==> src/rtl/counter_pkg.sv <==
// counter_pkg: shared direction and mode encodings for the counter family
package counter_pkg;
    localparam logic MODE_WRAP = 1'b0;
    localparam logic MODE_SAT  = 1'b1;
    localparam logic DIR_DOWN  = 1'b0;
    localparam logic DIR_UP    = 1'b1;
endpackage

==> src/rtl/tick_gen.sv <==
// tick_gen: enable-gated prescaler producing one tick every prescale+1 enabled cycles
module tick_gen #(
    parameter int prescale_bits = 4
) (
    input  logic                     clk,
    input  logic                     rst,
    input  logic                     en,
    input  logic                     restart,
    input  logic [prescale_bits-1:0] prescale,
    output logic                     tick
);
    localparam logic [prescale_bits-1:0] one = 1;
    logic [prescale_bits-1:0] psc;

    assign tick = en && (psc == prescale);

    // psc only returns to 0 on an exact match, so a lowered prescale free-runs to the top and wraps
    always_ff @(posedge clk or posedge rst) begin
        if (rst) psc <= '0;
        else if (restart) psc <= '0;
        else if (en) psc <= (psc == prescale) ? '0 : psc + one;
    end
endmodule

==> src/rtl/prog_counter.sv <==
// prog_counter: up/down counter with programmable limit, wrap/saturate, prescaler and overflow flag
module prog_counter
    import counter_pkg::*;
#(
    parameter int bits          = 8,
    parameter int prescale_bits = 4
) (
    input  logic                     clk,
    input  logic                     rst,
    input  logic                     en,
    input  logic                     clr,
    input  logic                     load,
    input  logic [bits-1:0]          load_val,
    input  logic                     up,
    input  logic                     mode,
    input  logic [bits-1:0]          limit,
    input  logic [prescale_bits-1:0] prescale,
    output logic [bits-1:0]          count,
    output logic                     done,
    output logic                     tc_pulse,
    output logic                     ovf
);
    localparam logic [bits-1:0] one = 1;
    logic            tick;
    logic            term;
    logic [bits-1:0] step_val;

    tick_gen #(.prescale_bits(prescale_bits)) u_tick (
        .clk(clk),
        .rst(rst),
        .en(en),
        .restart(clr | load),
        .prescale(prescale),
        .tick(tick)
    );

    assign term = (up == DIR_UP) ? (count >= limit) : (count == '0);
    assign done = term;

    // next count for a tick, including the wrap/saturate value at the terminal point
    always_comb begin
        step_val = (up == DIR_UP)
            ? (term ? ((mode == MODE_SAT) ? limit : '0) : count + one)
            : (term ? ((mode == MODE_SAT) ? '0 : limit) : count - one);
    end

    // count, pulse and sticky flag with priority clr > load > tick > hold
    always_ff @(posedge clk or posedge rst) begin
        if (rst) begin
            count    <= '0;
            tc_pulse <= 1'b0;
            ovf      <= 1'b0;
        end else if (clr) begin
            count    <= '0;
            tc_pulse <= 1'b0;
            ovf      <= 1'b0;
        end else if (load) begin
            count    <= load_val;
            tc_pulse <= 1'b0;
        end else if (tick) begin
            count    <= step_val;
            tc_pulse <= term;
            ovf      <= ovf | term;
        end else begin
            tc_pulse <= 1'b0;
        end
    end
endmodule
==> config.mk <==
export PLATFORM = sky130hd
export DESIGN_NAME = prog_counter
export DESIGN_NICKNAME = d
export VERILOG_FILES = /design/src/rtl/counter_pkg.sv /design/src/rtl/tick_gen.sv /design/src/rtl/prog_counter.sv
export SDC_FILE = /design/constraint.sdc
export NUM_CORES = 1
export LEC_CHECK = 0
export CAP_MARGIN = 10
export CORE_ASPECT_RATIO = 0.6
export CORE_UTILIZATION = 54
export DETAILED_ROUTE_END_ITERATION = 10
export GPL_TIMING_DRIVEN = 0
export HOLD_SLACK_MARGIN = 0.02
export PLACE_DENSITY = 0.85
export SYNTH_ARGS = -nofsm -noshare
export SYNTH_HDL_FRONTEND = slang
export SYNTH_SLANG_ARGS = --single-unit
==> constraint.sdc <==
create_clock -name clk -period 5.3 [get_ports clk]
set_input_delay 1.59 -clock clk [delete_from_list [all_inputs] [get_ports clk]]
set_output_delay 1.59 -clock clk [all_outputs]
set_load 0.02 [all_outputs]
==> impl_metrics.toml <==
[worst_setup_path]
critical_path.startpoint_type = "input port"
worst-endpoint-required_ns = 3.71
critPathCaptureType = "primary output"
crit_type = "in2out"
crit_fanout = 3
worst_ep_arrival_time_ns = 3.68

[global_route]
grt_max_degree = 15
antenna_found_initial = 0
grt_pass1_wl_um = 7510
gr-total-overflow = 0
grt_pass1_vias = 1540
grtUsageTotal_pct = 32.1

[timing]
fmax_ghz = 0.190
final.setup_skew_ns = 0.00574
fin_crit_ns = 5.27
timing.slew.headroom_pct = 62.1
setup-tns-final_ns = 0
hold_viol_final = 0
tightest_slew_ns = 0.568
setup_viol = 0
hold_ws_ns = 0.559
rsz0062_at_grt = "no"
final_max_slew_viol_count = 0
fin_crit_sh_pct = 99.4

[clock_tree]
cts_inserted_buffers = 3
cts_tree = "built"
clkSinkCount = 14
cts_max_path_buffers = 2
worstSkewPairLatency_ns = 0.25
cts_max_level = 1
cts_root_buffer = "clkbuf_8"
clk_pin_slew_ns = 0.06

[synthesis]
synth-async-reset-ratio_pct = 100
yosys-top-cells-area = "dfrtp_1 22%, ha_1 8.8%, xor2_1 5.0%, a21oi_1 4.5%, xnor2_1 3.9%"
synth-edff-count = 0
synth_cells = 186
yosysWarnings = 0
yosysSeqAreaShare_pct = 22.3
synth_cell_type_count = 57
syn-cell-area_mm2 = 0.00157
synth_largest_area_cell = "dfrtp_1"
synth_flop_cell = "dfrtp_1"
ys_ff_latch = 14
syn_avg_cell_area_um2 = 8.43
synth_fp_nets = 224
synth_top_area_share_pct = 22.3

[floorplanning]
core_area_mm2 = 0.00263
num_io_pins = 38
initial_core_util_pct = 59.7
die_x_um = 71.6
rows = 14
die_h_um = 43.7
dieArea_mm2 = 0.00313

[routing]
drtPass1Iterations = 5
routed_wl_um = 4630
top_layer_used = "met4"
num_vias = 1717
route.detailed.drc = 0
routed-wl-met3_um = 586
wl_met2_um = 1950
vias_per_cell = 6.60
routedWlPerCell_um = 17.8
met1_length_um = 2070
drtIter0Drc = 192
final_antenna_net_count = 0

[final_layout]
diodes = 0
mostFrequentLayoutCells = "35 x clkdlybuf4s50_1, 15 x inv_1, 14 x a21oi_1, 14 x dfrtp_1, 13 x nand2_1"
fill_cells = 181
layout-drive-gt1-share_pct = 13.2
area_growth_pct = 31.5
layout_commonest_cell = "clkdlybuf4s50_1"
nNetsFinal = 267

[power_and_ir_drop]
p_clk_share_pct = 27.1
leakage_nw = 0.886
irDropWorstVdd_mv = 0.183
power.density_mw_per_mm2 = 191
p_sw_share_pct = 35.1
comb_power_share_pct = 43.0
pwr-share-seq_pct = 29.9
p_switching_uw = 138
p_int_uw = 256

[flow_run]
max_cap_viol_count = 0

[place]
hpwl_um = 3560
port_buffers = 36
place.gp.congestion = 0.970

[run_status]
status = "complete, no violations"

[hold_path]
hold_path.class = "reg2reg"
## logic make-up after synthesis
logic type | after synthesis | share of synthesized area (%)
AOI/OAI and AO/OA | 53 | 27.1
xor gates and xnor gates | 16 | 8.94
DFF | 14 | 22.3
buffers and inverters | 26 | 8.30
adders and majority gates | 11 | 8.78
and+or+nand+nor | 64 | 23.2
muxes | 2 | 1.36
## routing by layer
layer | vias up | track usage, %
li1 | 774 | -
met1 | 806 | 47.7
met2 | 131 | 48.4
met3 | 6 | 7.21
met4 | 0 | 6.27
met5 | - | 0
## critical path, cell delays in order
cell,delay (ns)
clkdlybuf4s50_1,0.53
inv_1,0.06
ha_1,0.30
a21o_2,0.23
a211o_4,0.37
a311oi_4,0.35
nor3_4,0.08
buf_4,0.17
## power groups by stage
stage,combinational [mW],clock (mW),sequential (mW)
5_1_grt,0.182,0.111,0.118
4_1_cts,0.166,0.108,0.118
2_1_floorplan,0.0992,0,0.123
3_3_place_gp,0.155,0,0.119
6_report,0.169,0.107,0.118
3_5_place_dp,0.157,0,0.120
## metrics by stage
stage	utilization (%)	power [mW]	setup WS, ns	cell area, µm²	instances
floorplan	-	0.222	0.775	1570	186
global placement	74.9	0.274	-0.521	1970	254
detailed placement	74.9	0.277	-0.491	1970	254
CTS	78.5	0.392	0.0492	2060	260
global route	78.5	0.411	0.00468	2060	260
finish	78.5	0.394	0.0334	2060	260
## repair_timing
item	4_1_cts	5_1_grt
setup endpoints to repair	1	0
gates resized for setup	8	0
hold buffers	0	0
setup buffers	2	0
## sequential cells by signal, summed over array words and instances, names as in the netlist
| name | count |
|---|---|
| u_tick.psc | 4 |
| ovf | 1 |
| count | 8 |
| tc_pulse | 1 |
## final cells by class
cell class / instances / area [µm²] / area share, %
Clock buffer: 4 / 55.1 / 2.67
Timing Repair Buffer: 38 / 373 / 18.1
Tap cell: 32 / 40.0 / 1.94
Inverter: 15 / 56.3 / 2.73
Multi-Input combinational cell: 146 / 1110 / 54.0
Sequential cell: 14 / 350 / 17.0
Buffer: 11 / 73.8 / 3.58
## synth_stat cells (4+ instances only)
| master | count |
|---|---|
| xor2_1 | 9 |
| nand2b_1 | 4 |
| a21oi_1 | 14 |
| inv_1 | 15 |
| nor4_1 | 4 |
| nor2_1 | 11 |
| nor3_1 | 7 |
| nand2_1 | 13 |
| o21ai_0 | 5 |
| nand3_1 | 5 |
| ha_1 | 11 |
| xnor2_1 | 7 |
| clkbuf_1 | 4 |
| dfrtp_1 | 14 |
## worst paths after layout
| kind | to | from | slack (ns) | cells after the start |
|---|---|---|---|---|
| max | done | limit[6] | 0.03 | 8 |
| max in group asynchronous | count[7] | rst | 3.23 | 2 |
| max reg2reg | count[5] | count[0] | 2.50 | 9 |
| min in group asynchronous | u_tick.psc[3] | rst | 1.70 | 2 |
| min | ovf | ovf | 0.56 | 2 |
| min reg2reg | ovf | ovf | 0.56 | 2 |
Note: power is estimated with default switching activity, not from simulation.
